`config.mk`:
```
export PLATFORM = sky130hd
export DESIGN_NAME = sfifo_drain
export DESIGN_NICKNAME = d
export VERILOG_FILES = /design/src/rtl/sfifo_drain.sv
export SDC_FILE = /design/constraint.sdc
export NUM_CORES = 1
export LEC_CHECK = 0
export CELL_PAD_IN_SITES_DETAIL_PLACEMENT = 0
export CELL_PAD_IN_SITES_GLOBAL_PLACEMENT = 1
export CORE_MARGIN = 2
export CORE_UTILIZATION = 33
export CTS_CLUSTER_SIZE = 14
export DETAILED_ROUTE_END_ITERATION = 8
export PLACE_DENSITY_LB_ADDON = 0.1
export SKIP_CTS_REPAIR_TIMING = 1
export SLEW_MARGIN = 20
export SYNTH_ARGS = -nofsm -noshare
export SYNTH_HDL_FRONTEND = slang
export SYNTH_SLANG_ARGS = --single-unit
```
`constraint.sdc`:
```
create_clock -name i_clk -period 1.95 [get_ports i_clk]
set_input_delay 0.195 -clock i_clk [delete_from_list [all_inputs] [get_ports i_clk]]
set_output_delay 0.195 -clock i_clk [all_outputs]
set_load 0.01 [all_outputs]
```
`src/rtl/sfifo_drain.sv`:
```
// Store-FIFO drain: pops show-ahead FIFO entries and issues each as a single-beat
// bus write, waiting for acknowledge or timeout before retiring it.
module sfifo_drain #(
  parameter int AW      = 30,
  parameter int TIMEOUT = 64
) (
  input  logic           i_clk,
  input  logic           i_resetn,
  input  logic           i_fifo_empty,
  input  logic [AW+35:0] i_fifo_data,
  output logic           o_fifo_rd,
  input  logic           i_pause,
  output logic           o_req_valid,
  output logic [AW-1:0]  o_req_addr,
  output logic [31:0]    o_req_data,
  output logic [3:0]     o_req_be,
  input  logic           i_req_ready,
  input  logic           i_ack,
  input  logic           i_ack_err,
  output logic           o_drained,
  output logic           o_err,
  output logic [AW-1:0]  o_err_addr,
  input  logic           i_err_clr
);

  localparam int CW = $clog2(TIMEOUT);

  typedef enum logic [1:0] {
    S_IDLE,
    S_REQ,
    S_WAIT
  } state_t;

  state_t        r_state;
  state_t        w_next;
  logic [CW-1:0] r_cnt;
  logic          w_timeout;
  logic          w_retire;
  logic          w_load;
  logic          w_err_evt;

  always_ff @(posedge i_clk or negedge i_resetn) begin
    if (!i_resetn) r_state <= S_IDLE;
    else           r_state <= w_next;
  end

  // Pop is gated by reset so no entry is consumed while the FSM is held.
  always_comb begin
    w_next    = r_state;
    w_timeout = (r_state == S_WAIT) && (r_cnt == CW'(TIMEOUT - 1));
    w_retire  = (r_state == S_WAIT) && (i_ack || w_timeout);
    w_load    = i_resetn && !i_fifo_empty && !i_pause &&
                ((r_state == S_IDLE) || w_retire);
    w_err_evt = (r_state == S_WAIT) &&
                ((i_ack && i_ack_err) || (w_timeout && !i_ack));
    case (r_state)
      S_IDLE: if (w_load) w_next = S_REQ;
      S_REQ:  if (i_req_ready) w_next = S_WAIT;
      S_WAIT: if (w_retire) w_next = w_load ? S_REQ : S_IDLE;
      default: w_next = S_IDLE;
    endcase
  end

  assign o_fifo_rd   = w_load;
  assign o_req_valid = (r_state == S_REQ);
  assign o_drained   = (r_state == S_IDLE) && i_fifo_empty;

  always_ff @(posedge i_clk or negedge i_resetn) begin
    if (!i_resetn) begin
      o_req_addr <= '0;
      o_req_data <= '0;
      o_req_be   <= '0;
    end else if (w_load) begin
      o_req_addr <= i_fifo_data[AW+35:36];
      o_req_data <= i_fifo_data[35:4];
      o_req_be   <= i_fifo_data[3:0];
    end
  end

  always_ff @(posedge i_clk or negedge i_resetn) begin
    if (!i_resetn) begin
      r_cnt <= '0;
    end else if (r_state == S_REQ && i_req_ready) begin
      r_cnt <= '0;
    end else if (r_state == S_WAIT && !i_ack) begin
      r_cnt <= r_cnt + 1'b1;
    end
  end

  // A new error beats a simultaneous clear, even if the flag was already set.
  always_ff @(posedge i_clk or negedge i_resetn) begin
    if (!i_resetn) begin
      o_err      <= 1'b0;
      o_err_addr <= '0;
    end else if (w_err_evt && (!o_err || i_err_clr)) begin
      o_err      <= 1'b1;
      o_err_addr <= o_req_addr;
    end else if (i_err_clr) begin
      o_err      <= 1'b0;
      o_err_addr <= '0;
    end
  end

endmodule

```
# Yosys cells after proc, flatten, opt, wreduce, memory -nomap -nowiden
# Cells that the tools add are included.
dict set report word_totals {
  reg_bits 105
  input_bits 74
}
dict set report op_classes {
  addsub 1
  n_eq_ne 6
  mux 11
  reduce_logical 24
}
# op count
set ops {}
lappend ops {{30-bit two-way mux} 2}
lappend ops {{1-bit logical AND} 12}
lappend ops {{6-bit two-way mux} 2}
lappend ops {{6-bit by 1-bit adder with 6-bit output, second input constant} 1}
lappend ops {{6-bit equality test, second input constant} 1}
lappend ops {{2-bit two-way mux} 3}
lappend ops {{2-bit one-hot mux with 3 select lines} 1}
lappend ops {{1-bit zero test} 4}
lappend ops {{1-bit logical OR} 4}
lappend ops {{2-bit inequality test, second input constant} 2}
lappend ops {{2-bit nonzero test} 2}
lappend ops {{1-bit two-way mux} 3}
lappend ops {{3-bit AND reduction} 1}
lappend ops {{2-bit by 1-bit equality test with 1-bit output, second input constant} 1}
lappend ops {{2-bit equality test, second input constant} 1}
lappend ops {{2-bit zero test} 1}
lappend ops {{2-bit by 1-bit inequality test with 1-bit output, second input constant} 1}

# Longest topological paths before layout
# Gate-level depths: netlist of run 1.
dict set report depth {
  word_depth 9
  depth_mapped 7
  depth_no_buf 5
}

# Least setup slack after synthesis of run 1
# Ideal clock, no wire load.
dict set report synth_path {
  path_kind {reg2reg}
  startpoint {register r_cnt[0]}
  endpoint {register o_req_addr[10]}
  setup_time_ns 0.125
  arrival_time_ns 1.693
  required_time_ns 1.825
  path_slack_ns 0.132
  stages_incl_launch_ff 8
  path_buffers 2
  path_cell_list {dfrtp_1 -> ha_1 -> nand3_1 -> nor2_1 -> o31ai_4 -> buf_6 -> buf_6 -> mux2_4}
}
dict set report synth_via {
  elab_chain_cells 6
}
# item line_no
set synth_rtl {}
lappend synth_rtl {{start: declaration} 36} ;# logic [CW-1:0] r_cnt;
lappend synth_rtl {{start signal: assignment} 86} ;# r_cnt <= r_cnt + 1'b1;
lappend synth_rtl {{6-bit equality test} 50} ;# w_timeout = (r_state == S_WAIT) && (r_cnt == CW'(TIMEOUT - 1));
lappend synth_rtl {{1-bit logical AND} 50}
lappend synth_rtl {{1-bit logical OR} 51} ;# w_retire = (r_state == S_WAIT) && (i_ack || w_timeout);
lappend synth_rtl {{1-bit logical AND} 51}
lappend synth_rtl {{1-bit logical OR} 53} ;# ((r_state == S_IDLE) || w_retire);
lappend synth_rtl {{1-bit logical AND} 52} ;# w_load = i_resetn && !i_fifo_empty && !i_pause &&
lappend synth_rtl {{end signal: assignment} 74} ;# o_req_addr <= i_fifo_data[AW+35:36];
lappend synth_rtl {{end: declaration} 14} ;# output logic [AW-1:0] o_req_addr,
# No other way between the ends.
# A chain may end at the register's enable or synchronous reset.

# Final worst setup path of run 1
dict set report layout_path {
  startpoint {register r_cnt[1]}
  endpoint {register o_req_addr[2]}
}
# The elaborated chain is that of the path after synthesis.

==> results of run 1 <==
## routing by layer
layer,global-route usage,up-vias,part of all wire
met5,0,-,0
met4,0.06587,0,0.019
met3,0.05596,13,0.082
met2,0.2347,120,0.45
met1,0.1885,1472,0.45
li1,-,1367,-
## layout by cell type (no fill, tap or decap), types with 2 or more instances in the layout
master,instances
sky130_fd_sc_hd__xor2_1,3
sky130_fd_sc_hd__clkdlybuf4s50_1,171
sky130_fd_sc_hd__inv_1,2
sky130_fd_sc_hd__buf_4,17
sky130_fd_sc_hd__a22o_1,30
sky130_fd_sc_hd__a21oi_1,5
sky130_fd_sc_hd__dfrtp_1,105
sky130_fd_sc_hd__nand2_1,6
sky130_fd_sc_hd__nor3_1,3
sky130_fd_sc_hd__buf_6,3
sky130_fd_sc_hd__nand4b_1,2
sky130_fd_sc_hd__clkinvlp_4,3
sky130_fd_sc_hd__nand4_1,2
sky130_fd_sc_hd__buf_12,4
sky130_fd_sc_hd__nor2_1,4
sky130_fd_sc_hd__o22ai_1,2
sky130_fd_sc_hd__o21ai_0,4
sky130_fd_sc_hd__mux2_4,47
sky130_fd_sc_hd__clkinv_2,2
sky130_fd_sc_hd__nand3_1,4
sky130_fd_sc_hd__clkbuf_16,13
sky130_fd_sc_hd__mux2_2,19
## worst max-delay path by stage
| stage | start | to | slack [ns] | depth (start not counted) |
|---|---|---|---|---|
| 2_1_floorplan | r_cnt[0]$_DFFE_PN0P_ | o_req_addr[10]$_DFFE_PN0N_ | 0.13 | 7 |
| 3_3_place_gp | i_fifo_empty | o_fifo_rd | -0.003 | 5 |
| 3_5_place_dp | r_cnt[1]$_DFFE_PN0P_ | o_req_data[12]$_DFFE_PN0N_ | -0.004 | 7 |
| 4_1_cts | r_cnt[1]$_DFFE_PN0P_ | o_fifo_rd | -0.25 | 6 |
| 5_1_grt | r_cnt[0]$_DFFE_PN0P_ | o_req_data[5]$_DFFE_PN0N_ | -0.07 | 7 |
| 6_report | r_cnt[1]$_DFFE_PN0P_ | o_req_addr[2]$_DFFE_PN0N_ | -0.03 | 7 |
## cells in the mapped netlist
cell type	n
sky130_fd_sc_hd__a21oi_1	6
sky130_fd_sc_hd__mux2_2	48
sky130_fd_sc_hd__mux2_4	18
sky130_fd_sc_hd__nor2b_1	1
sky130_fd_sc_hd__nand2b_1	1
sky130_fd_sc_hd__nor3b_1	1
sky130_fd_sc_hd__nor2_1	6
sky130_fd_sc_hd__o31ai_1	1
sky130_fd_sc_hd__nand2_1	6
sky130_fd_sc_hd__inv_1	2
sky130_fd_sc_hd__buf_2	8
sky130_fd_sc_hd__buf_6	4
sky130_fd_sc_hd__nand4_1	2
sky130_fd_sc_hd__nand4b_1	2
sky130_fd_sc_hd__nor3_1	3
sky130_fd_sc_hd__a22o_1	30
sky130_fd_sc_hd__dfrtp_1	105
sky130_fd_sc_hd__nor4b_4	1
sky130_fd_sc_hd__and4_1	1
sky130_fd_sc_hd__clkbuf_1	3
sky130_fd_sc_hd__inv_2	1
sky130_fd_sc_hd__nand3_1	5
sky130_fd_sc_hd__o31ai_4	1
sky130_fd_sc_hd__o21ai_0	4
sky130_fd_sc_hd__o22ai_1	2
sky130_fd_sc_hd__ha_1	1
sky130_fd_sc_hd__o32a_1	1
sky130_fd_sc_hd__xor2_1	3
sky130_fd_sc_hd__clkbuf_2	1
## power breakdown
part | switching (mW) | total, mW | internal [mW] | leakage [nW]
Sequential | 0.248 | 2.81 | 2.56 | 1.32
Combinational | 0.640 | 1.91 | 1.27 | 1.59
Clock | 0.818 | 1.72 | 0.901 | 0.131
## area by class of cell
cell class / instances / area share
inverter: 3 / 0.001669
timing repair buffer: 202 / 0.3087
sequential: 105 / 0.3893
clock inverter: 6 / 0.006118
clock buffer: 10 / 0.03541
multi-input combinational: 144 / 0.2277
tap: 168 / 0.03115
## critical path: cells and delay by family, from the launching register on
family                     cells  cell delay [ns]
DFF                            1             0.42
and+or+nand+nor                2             0.13
adders and majority gates      1             0.18
buffers and inverters          2             0.41
AOI/OAI and AO/OA              1             0.40
muxes                          1             0.32
## flip-flops by register name, indices dropped and copies added, names as in the netlist
name / cells
o_err: 1
o_err_addr: 30
o_req_addr: 30
o_req_be: 4
o_req_data: 32
r_cnt: 6
r_state: 2
## kinds of logic after synthesis
group,share of synthesized area
buffers and inverters,0.02732
AO/OA/AOI/OAI,0.08834
XOR/XNOR,0.006376
AND/OR/NAND/NOR,0.04068
flip-flops,0.6375
adder cells (fa/ha/maj),0.003035
multiplexers,0.1967
==> key figures, run 1 <==
Status
  – Result of the run: finished, violations left
  – Violations in the final reports: setup timing

Placement
  – Number of instances in the placed design: 613
  – Placer's final routability congestion estimate: 0.7182
  – Placed Instance Area: 6173 um^2
  – Pre-CTS setup slack: -0.003675 ns
  – Port Buf Inserts: 173
  – Estimated wirelength of the detail-placed design: 7.112 mm

Timing
  – Number of endpoints with negative hold slack in the final report: 0
  – Number of slew-limit violations in the final report: 0
  – Final-layout worst hold slack: 0.4574 ns
  – Setup repair after global routing missed its margin: yes
  – Worst Setup Slack, final: -0.02895 ns
  – Sum of negative setup slack: -0.2020 ns
  – Number of setup violations in the final report: 11
  – Highest achievable clock rate: 505.3 MHz
  – Transition time of the tightest slew-check pin: 0.7721 ns
  – Period utilization: 1.015
  – Minimum period implied by the final worst setup slack: 1.979 ns
  – Skew final: 0.009201 ns
  – Max-Slew Margin vs Limit: 0.4853

Logic synthesis
  – Number of nets produced by synthesis: 343
  – Synth area leader: sky130_fd_sc_hd__dfrtp_1
  – Cell types with the largest area share after synthesis: sky130_fd_sc_hd__dfrtp_1, sky130_fd_sc_hd__mux2_2, sky130_fd_sc_hd__mux2_4
  – Netlist area before placement: 4121 um^2
  – Sequential fraction of the synthesis area: 0.6375
  – Post-synthesis instance total: 268
  – Average size of a mapped cell: 15.38 um^2
  – Synthesis warning total: 0
  – Synth top area share: 0.6375
  – Post-synthesis sequential element count: 105
  – Unique masters post-synth: 29

Global route
  – Number of global-route vias before repair: 2939
  – GRT Total Usage: 0.1506
  – Global-route wire length before repair: 15.32 mm
  – Overflow after GRT: 0
  – Maximum number of pins on one net before global-route repair: 62
  – Initial antenna violation count: 0

Power and ir drop
  – Max IR drop VDD: 386.0 uV
  – Total chip power: 6.440 mW
  – Static Leakage: 3.044 nW
  – Areal power density over the cells: 954.2 nW/um^2

Setup path
  – Slowest Stage Delay on Critical Path: 0.42 ns
  – Startpoint class of the critical path: register
  – Critical Path Sink Type: register
  – Cell depth of the worst flop-to-flop path: 7
  – FF-to-FF End: o_req_addr[2]$_DFFE_PN0N_
  – CP max-delay cell: sky130_fd_sc_hd__dfrtp_1
  – Worst setup path category: register to register
  – Required time reported for the critical path endpoint: 2.18 ns
  – R2r setup slk: -0.03 ns
  – Signal arrival time at the worst endpoint: 2.21 ns
  – Crit path max fanout: 8
  – Launch instance of the worst register-to-register path: r_cnt[1]$_DFFE_PN0P_
  – Worst path cell trace: ha_4 > nand3_4 > nor2_4 > o31ai_4 > buf_8 > clkbuf_16 > mux2_2

Clocking
  – CTS Sinks: 105
  – Clk slew on worst S/H paths: 0.07 ns
  – CTS tree: yes
  – Cell chosen for the clock root: sky130_fd_sc_hd__clkbuf_16
  – Skew-Pair Late Insertion Delay: 0.35 ns
  – CTS buffer count: 9
  – Clock tree buffer depth: 2
  – H-tree depth reported by CTS: 3

Routing
  – Number of DRC violations after detailed routing: 0
  – Average routed wire per standard cell: 17.08 um
  – Antenna violation net count after detailed routing: 0
  – Number of detailed-route iterations in the first pass: 4
  – Drt initial violations: 108
  – Via count of the routed design: 2972
  – Total length of routed wires: 10.89 mm
  – Detail-routed via count per cell: 4.658

Floorplanning
  – X dimension of the die: 115.8 um
  – Area inside the core boundary: 12110 um^2
  – Count of standard-cell rows: 40
  – Die Area: 13400 um^2
  – Height of the die: 115.8 um
  – I/O Pins: 174
  – Initial Util: 0.3403

Hold path
  – Hold Path Origin: i_fifo_data[62]
  – Endpoint, Worst Hold: o_req_addr[26]$_DFFE_PN0N_
  – HP Class: primary input to register
  – Hold Path Stages: 2

Cells and area
  – Area used by sequential logic in the layout: 2628 um^2
  – Final standard cell count with taps included and fillers excluded: 638
  – Cell area after layout: 6749 um^2
  – Share of post-route cells with drive strength above 1: 0.2553
  – Multi-input combinational cell area: 1536 um^2
  – Fill cell count: 1038
  – Final cell utilization of the core: 0.5572
  – Area Growth Syn to Fin: 63.75%
  – Number of nets at the end of the flow: 540
  – Antenna diode instance count: 0

Run
  – Max-cap viol count: 0
Power figures use the tool's default switching activity.
==> run 2, diff against run 1 <==
Settings changed: CELL_PAD_IN_SITES_GLOBAL_PLACEMENT 1 to 2, CORE_UTILIZATION 33 to 27.
==> key figures, run 2 (synthesized netlist as in run 1, its figures left out) <==
Cells and area
  – Antenna diode instance count: 0 (unchanged)
  – Commonest non-fill, non-tap cell in the layout: sky130_fd_sc_hd__clkdlybuf4s50_1
  – Largest registers: o_req_data x32, o_err_addr x30, o_req_addr x30
  – Number of flip-flops under the largest register name: 32 (unchanged)
  – Share of post-route cells with drive strength above 1: 0.2326 (-0.02271)
  – Number of nets at the end of the flow: 532 (-1.5%)
  – Top library cells by usage in the layout, fill and taps aside: sky130_fd_sc_hd__clkdlybuf4s50_1, sky130_fd_sc_hd__dfrtp_1, sky130_fd_sc_hd__mux2_2, sky130_fd_sc_hd__a22o_1, sky130_fd_sc_hd__mux2_4
  – Largest register by flop count: o_req_data
  – Final cell utilization of the core: 0.4372 (-0.1200)
  – Area Growth Syn to Fin: 59.47%

Clocking
  – CTS Sinks: 105 (unchanged)
  – Cell chosen for the clock root: sky130_fd_sc_hd__clkbuf_16
  – Clk slew on worst S/H paths: 0.07 ns (about the same)
  – CTS tree: yes
  – H-tree depth reported by CTS: 3 (unchanged)
  – Skew-Pair Late Insertion Delay: 0.35 ns (about the same)
  – CTS buffer count: 9 (unchanged)
  – Clock tree buffer depth: 2 (unchanged)

Power and ir drop
  – Total chip power: 6.482 mW (+0.66%)
  – Max IR drop VDD: 432.4 uV (+12%)
  – Areal power density over the cells: 986.2 nW/um^2 (+3.4%)
  – Switching power summed over all nets: 1.641 mW (-3.8%)
  – Part of the power in registers: 0.432 (-0.005)
  – Comb power frac: 0.275 (-0.021)
  – Switching share of power: 0.2532 (-0.01182)
  – Static Leakage: 2.880 nW (-5.4%)
  – Fraction of power consumed by the clock network: 0.293 (+0.026)
  – Internal power: 4.841 mW (+2.3%)

Global route
  – Overflow after GRT: 0 (unchanged)
  – Global-route wire length before repair: 16.98 mm (+11%)
  – Maximum number of pins on one net before global-route repair: 106 (+71%)
  – GRT Total Usage: 0.1373 (-0.01326)
  – Initial antenna violation count: 0 (unchanged)
  – Number of global-route vias before repair: 3009 (+2.4%)

Floorplanning
  – Count of standard-cell rows: 45 (+13%)
  – Area inside the core boundary: 15030 um^2 (+24%)
  – Die Area: 16270 um^2 (+21%)
  – I/O Pins: 174 (unchanged)
  – Height of the die: 127.6 um (+10%)
  – Initial Util: 0.2742 (-0.06613)
  – X dimension of the die: 127.6 um (+10%)

Setup path
  – Slowest Stage Delay on Critical Path: 0.38 ns (-0.04 ns)
  – Launch instance of the worst register-to-register path: r_cnt[0]$_DFFE_PN0P_
  – Critical Path Sink Type: register
  – Worst path cell trace: ha_1 > nand3_2 > nor2_2 > o31ai_4 > buf_6 > buf_12 > mux2_2
  – FF-to-FF End: o_req_data[25]$_DFFE_PN0N_
  – Cell depth of the worst flop-to-flop path: 7 (unchanged)
  – Worst Path Buf+Inv: 2 (unchanged)
  – Worst setup path category: register to register
  – Startpoint class of the critical path: register
  – R2r setup slk: 0.11 ns (+0.14 ns)
  – CP max-delay cell: sky130_fd_sc_hd__dfrtp_1
  – Crit path max fanout: 20 (+12)
  – Top Family by Delay on Critical Path: flip-flops
  – Signal arrival time at the worst endpoint: 2.07 ns (-0.14 ns)
  – Required time reported for the critical path endpoint: 2.18 ns (about the same)

Placement
  – Estimated wirelength of the detail-placed design: 7.561 mm (+6.3%)
  – Port Buf Inserts: 173 (unchanged)
  – Placer's final routability congestion estimate: 0.7629 (+6.2%)

Timing
  – Minimum period implied by the final worst setup slack: 1.840 ns (-0.1393 ns)
  – Number of setup violations in the final report: 0 (-11)
  – Transition time of the tightest slew-check pin: 0.5901 ns (-0.1820 ns)
  – Number of slew-limit violations in the final report: 0 (unchanged)
  – Skew final: 0.009243 ns (+0.00004211 ns)
  – Max-Slew Margin vs Limit: 0.6066 (+0.1213)
  – Highest achievable clock rate: 543.6 MHz (+7.6%)
  – Number of endpoints with negative hold slack in the final report: 47 (+47)
  – Setup repair after global routing missed its margin: no
  – Final-layout worst hold slack: -0.05173 ns (-0.5092 ns)
  – Sum of negative setup slack: 0 ns (+0.2020 ns)
  – Period utilization: 0.9434 (-0.07145)

Status
  – Result of the run: finished, violations left
  – Violations in the final reports: hold timing

Routing
  – Via count of the routed design: 2877 (-3.2%)
  – Antenna violation net count after detailed routing: 0 (unchanged)
  – Detail-routed via count per cell: 4.440 (-4.7%)
  – Average routed wire per standard cell: 16.72 um (-2.1%)
  – Total length of routed wires: 10.83 mm (-0.55%)
  – Drt initial violations: 88 (-19%)
  – Number of DRC violations after detailed routing: 0 (unchanged)
  – Number of detailed-route iterations in the first pass: 4 (unchanged)

Run
  – Max-cap viol count: 0 (unchanged)

Hold path
  – HP Class: primary input to async pin
[run 2: cell types whose count changed in the layout (fill, tap and decap cells not counted), moves of 2 or more]
cell	previous run	this run
sky130_fd_sc_hd__buf_12	4	8
sky130_fd_sc_hd__buf_4	17	13
sky130_fd_sc_hd__buf_6	3	1
sky130_fd_sc_hd__bufinv_16	0	2
sky130_fd_sc_hd__clkbuf_1	0	2
sky130_fd_sc_hd__clkbuf_16	13	9
sky130_fd_sc_hd__clkinv_2	2	0
sky130_fd_sc_hd__clkinvlp_4	3	1
sky130_fd_sc_hd__dlymetal6s2s_1	0	2
sky130_fd_sc_hd__mux2_2	19	48
sky130_fd_sc_hd__mux2_4	47	18
[run 2: power by group through the flow]
stage	registers (mW)	clock network, mW	logic, mW
after global routing	2.86	2.05	1.90
final	2.80	1.90	1.78
after CTS	2.81	1.97	1.81
after floorplan	3.00	0	0.495
after detailed placement	2.84	0	1.81
after global placement	2.83	0	1.80
[run 2: stage by stage]
stage / cells / setup WS, ns / instance area, um^2 / hold WS (ns)
global placement: 634 / -0.01031 / 6256 / 0.3815
finish: 648 / 0.1104 / 6573 / -0.05173
floorplan: 268 / 0.1320 / 4121 / -0.1006
CTS: 648 / -0.2207 / 6556 / -0.001336
global route: 648 / 0.01757 / 6573 / 0.02723
detailed placement: 634 / -0.02211 / 6256 / 0.3805
[run 2: layout make-up]
cell class                 count  area, um^2
timing repair buffer         194        1996
tap                          188       235.2
fill                        1403        8461
sequential                   105        2628
inverter                       3       11.26
clock inverter                 3       67.56
clock buffer                  11       232.7
multi-input combinational    144        1403
[run 2: worst register-to-register path, stage by stage, from the launching register on]
cell,delay (ns)
sky130_fd_sc_hd__dfrtp_1,0.38
sky130_fd_sc_hd__ha_1,0.23
sky130_fd_sc_hd__nand3_2,0.11
sky130_fd_sc_hd__nor2_2,0.06
sky130_fd_sc_hd__o31ai_4,0.23
sky130_fd_sc_hd__buf_6,0.19
sky130_fd_sc_hd__buf_12,0.18
sky130_fd_sc_hd__mux2_2,0.36
[run 2: per-layer routing]
| metal | global-route usage | vias up | wire (um) |
|---|---|---|---|
| li1 | - | 1349 | - |
| met1 | 0.1755 | 1423 | 4813 |
| met2 | 0.2092 | 96 | 4964 |
| met3 | 0.05779 | 9 | 907 |
| met4 | 0.04848 | 0 | 149 |
| met5 | 0 | - | 0 |
[run 2: how the worst max path moves through the flow]
stage | to | slack, ns | cells past startpoint | from
2_1_floorplan | o_req_addr[10]$_DFFE_PN0N_ | 0.13 | 7 | r_cnt[0]$_DFFE_PN0P_
3_3_place_gp | o_fifo_rd | -0.01 | 5 | i_fifo_empty
3_5_place_dp | o_fifo_rd | -0.02 | 5 | i_fifo_empty
4_1_cts | o_fifo_rd | -0.22 | 6 | r_cnt[0]$_DFFE_PN0P_
5_1_grt | o_req_data[28]$_DFFE_PN0N_ | 0.02 | 7 | r_cnt[0]$_DFFE_PN0P_
6_report | o_req_data[25]$_DFFE_PN0N_ | 0.11 | 7 | r_cnt[0]$_DFFE_PN0P_
==> run 3, diff against run 2 <==
Settings changed: CORE_ASPECT_RATIO set to 0.9.
==> key figures, run 3 (synthesized netlist as in run 1, its figures left out) <==
Routing
  – Detail-routed via count per cell: 4.353 (-1.9%)
  – Antenna violation net count after detailed routing: 0 (unchanged)
  – Via count of the routed design: 2882 (+0.17%)
  – Drt initial violations: 106 (+20%)
  – Total length of routed wires: 11.01 mm (+1.6%)
  – Number of detailed-route iterations in the first pass: 4 (unchanged)
  – Average routed wire per standard cell: 16.63 um (-0.55%)
  – Number of DRC violations after detailed routing: 0 (unchanged)

Status
  – Result of the run: finished, final reports clean

Global route
  – Overflow after GRT: 0 (unchanged)
  – Met3 Usage GRT: 0.06057 (+0.002779)
  – Global-route wire length before repair: 17.06 mm (+0.45%)
  – Maximum number of pins on one net before global-route repair: 106 (unchanged)
  – Most utilized layer in the global route result: met2
  – GR met1 Demand/Resource: 0.1802 (+0.004713)
  – GRT Total Usage: 0.1377 (+0.0004366)
  – Met2 routing resource usage after global routing: 0.2041 (-0.005104)
  – Initial antenna violation count: 0 (unchanged)
  – Number of global-route vias before repair: 3055 (+1.5%)

Timing
  – Period utilization: 0.9776 (+0.03415)
  – Number of setup violations in the final report: 0 (unchanged)
  – Highest achievable clock rate: 524.6 MHz (-3.5%)
  – Setup repair after global routing missed its margin: yes
  – Sum of negative setup slack: 0 ns (unchanged)
  – Skew final: 0.007264 ns (-0.001979 ns)
  – Number of endpoints with negative hold slack in the final report: 0 (-100%)
  – Transition time of the tightest slew-check pin: 0.5793 ns (-0.01074 ns)
  – Max-Slew Margin vs Limit: 0.6138 (+0.007162)
  – Minimum period implied by the final worst setup slack: 1.906 ns (+0.06660 ns)
  – Number of slew-limit violations in the final report: 0 (unchanged)

Run
  – Max-cap viol count: 0 (unchanged)

Cells and area
  – Top library cells by usage in the layout, fill and taps aside: sky130_fd_sc_hd__clkdlybuf4s50_1, sky130_fd_sc_hd__dfrtp_1, sky130_fd_sc_hd__mux2_2, sky130_fd_sc_hd__a22o_1, sky130_fd_sc_hd__mux2_4
  – Number of flip-flops under the largest register name: 32 (unchanged)
  – Largest register by flop count: o_req_data
  – Commonest non-fill, non-tap cell in the layout: sky130_fd_sc_hd__clkdlybuf4s50_1
  – Cell area after layout: 6605 um^2 (+0.49%)
  – Largest registers: o_req_data x32, o_err_addr x30, o_req_addr x30
  – Number of nets at the end of the flow: 534 (+0.38%)
  – Area Growth Syn to Fin: 60.26%
  – Final standard cell count with taps included and fillers excluded: 662 (+2.2%)
  – Share of post-route cells with drive strength above 1: 0.2392 (+0.006615)
  – Antenna diode instance count: 0 (unchanged)

Clocking
  – CTS Sinks: 105 (unchanged)
  – Clock tree buffer depth: 2 (unchanged)
  – CTS buffer count: 9 (unchanged)
  – Cell chosen for the clock root: sky130_fd_sc_hd__clkbuf_16
  – CTS tree: yes
  – Clk slew on worst S/H paths: 0.07 ns (about the same)
  – Skew-Pair Late Insertion Delay: 0.35 ns (about the same)
  – H-tree depth reported by CTS: 3 (unchanged)

Power and ir drop
  – Switching share of power: 0.2588 (+0.005683)
  – Areal power density over the cells: 966.9 nW/um^2 (-2.0%)
  – Total chip power: 6.386 mW (-1.5%)
  – Internal power: 4.733 mW (-2.2%)
  – Fraction of power consumed by the clock network: 0.279 (-0.014)
  – Part of the power in registers: 0.439 (+0.007)
  – Switching power summed over all nets: 1.653 mW (+0.73%)
  – Static Leakage: 2.886 nW (+0.19%)
  – Max IR drop VDD: 524.0 uV (+21%)
  – Comb power frac: 0.282 (+0.007)

Hold path
  – Endpoint, Worst Hold: o_req_addr[2]$_DFFE_PN0N_
  – Hold Path Origin: i_fifo_data[38]
  – HP Class: primary input to register
  – Hold Path Stages: 2

Floorplanning
  – Area inside the core boundary: 14820 um^2 (-1.4%)
  – Die Area: 16270 um^2 (about the same)
  – X dimension of the die: 134.2 um (+5.2%)
  – I/O Pins: 174 (unchanged)
  – Count of standard-cell rows: 42 (-6.7%)
  – Initial Util: 0.2781 (+0.003958)
  – Height of the die: 121.2 um (-5.0%)

Setup path
  – Worst setup path category: register to register
  – Signal arrival time at the worst endpoint: 2.13 ns (+0.06 ns)
  – Required time reported for the critical path endpoint: 2.18 ns (about the same)
  – Cell depth of the worst flop-to-flop path: 7 (unchanged)
  – Launch instance of the worst register-to-register path: r_cnt[1]$_DFFE_PN0P_
  – Critical Path Sink Type: register
  – R2r setup slk: 0.04 ns (-0.07 ns)
  – Startpoint class of the critical path: register
  – Crit path max fanout: 11 (-45%)
  – FF-to-FF End: o_req_data[1]$_DFFE_PN0N_

Placement
  – Placer's final routability congestion estimate: 0.7571 (-0.76%)
  – Port Buf Inserts: 173 (unchanged)
  – Placed Instance Area: 6228 um^2 (-0.44%)
  – Estimated wirelength of the detail-placed design: 7.750 mm (+2.5%)
  – Number of instances in the placed design: 643 (+1.4%)
-- run 3: area by class of cell --
type	count	area, um^2
Fill cell	1379	8214
Sequential cell	105	2628
Timing Repair Buffer	196	2012
Multi-Input combinational cell	144	1418
Tap cell	198	247.7
Clock buffer	11	232.7
Clock inverter	5	56.30
Inverter	3	11.26
-- run 3: how the worst max path moves through the flow --
stage / start / end / cells past startpoint
floorplan: r_cnt[0]$_DFFE_PN0P_ / o_req_addr[10]$_DFFE_PN0N_ / 7
global placement: i_ack / o_req_data[29]$_DFFE_PN0N_ / 4
detailed placement: i_ack / o_req_data[31]$_DFFE_PN0N_ / 4
CTS: r_cnt[1]$_DFFE_PN0P_ / o_fifo_rd / 6
global route: r_cnt[0]$_DFFE_PN0P_ / o_req_data[1]$_DFFE_PN0N_ / 7
finish: r_cnt[1]$_DFFE_PN0P_ / o_req_data[1]$_DFFE_PN0N_ / 7
-- run 3: critical path, stage by stage, from the launching register on --
cell and delay, ns:
sky130_fd_sc_hd__dfrtp_1 0.40, sky130_fd_sc_hd__ha_2 0.19, sky130_fd_sc_hd__nand3_2 0.08, sky130_fd_sc_hd__nor2_2 0.06
sky130_fd_sc_hd__o31ai_4 0.32, sky130_fd_sc_hd__buf_6 0.22, sky130_fd_sc_hd__clkbuf_16 0.19, sky130_fd_sc_hd__mux2_2 0.33
-- run 3: routing by layer --
layer  vias to the layer above  wire (um)
li1                       1349          -
met1                      1420       5052
met2                       103       4928
met3                        10        897
met4                         0        129
met5                         -          0
-- run 3: power by group through the flow --
| stage | clock [mW] | sequential (mW) | combinational (mW) |
|---|---|---|---|
| finish | 1.78 | 2.80 | 1.80 |
| global route | 1.95 | 2.86 | 1.92 |
| CTS | 1.87 | 2.81 | 1.81 |
| detailed placement | 0 | 2.85 | 1.80 |
| global placement | 0 | 2.83 | 1.80 |
| floorplan | 0 | 3.00 | 0.495 |
-- run 3: through the flow --
stage | setup WS (ns) | hold WS [ns] | util
detailed placement | -0.01757 | 0.3694 | 0.4203
finish | 0.04378 | 0.4550 | 0.4457
global placement | 0.02130 | 0.3702 | 0.4203
CTS | -0.1713 | -0.01392 | 0.4398
floorplan | 0.1320 | -0.1006 | -
global route | -0.03838 | 0.4400 | 0.4457
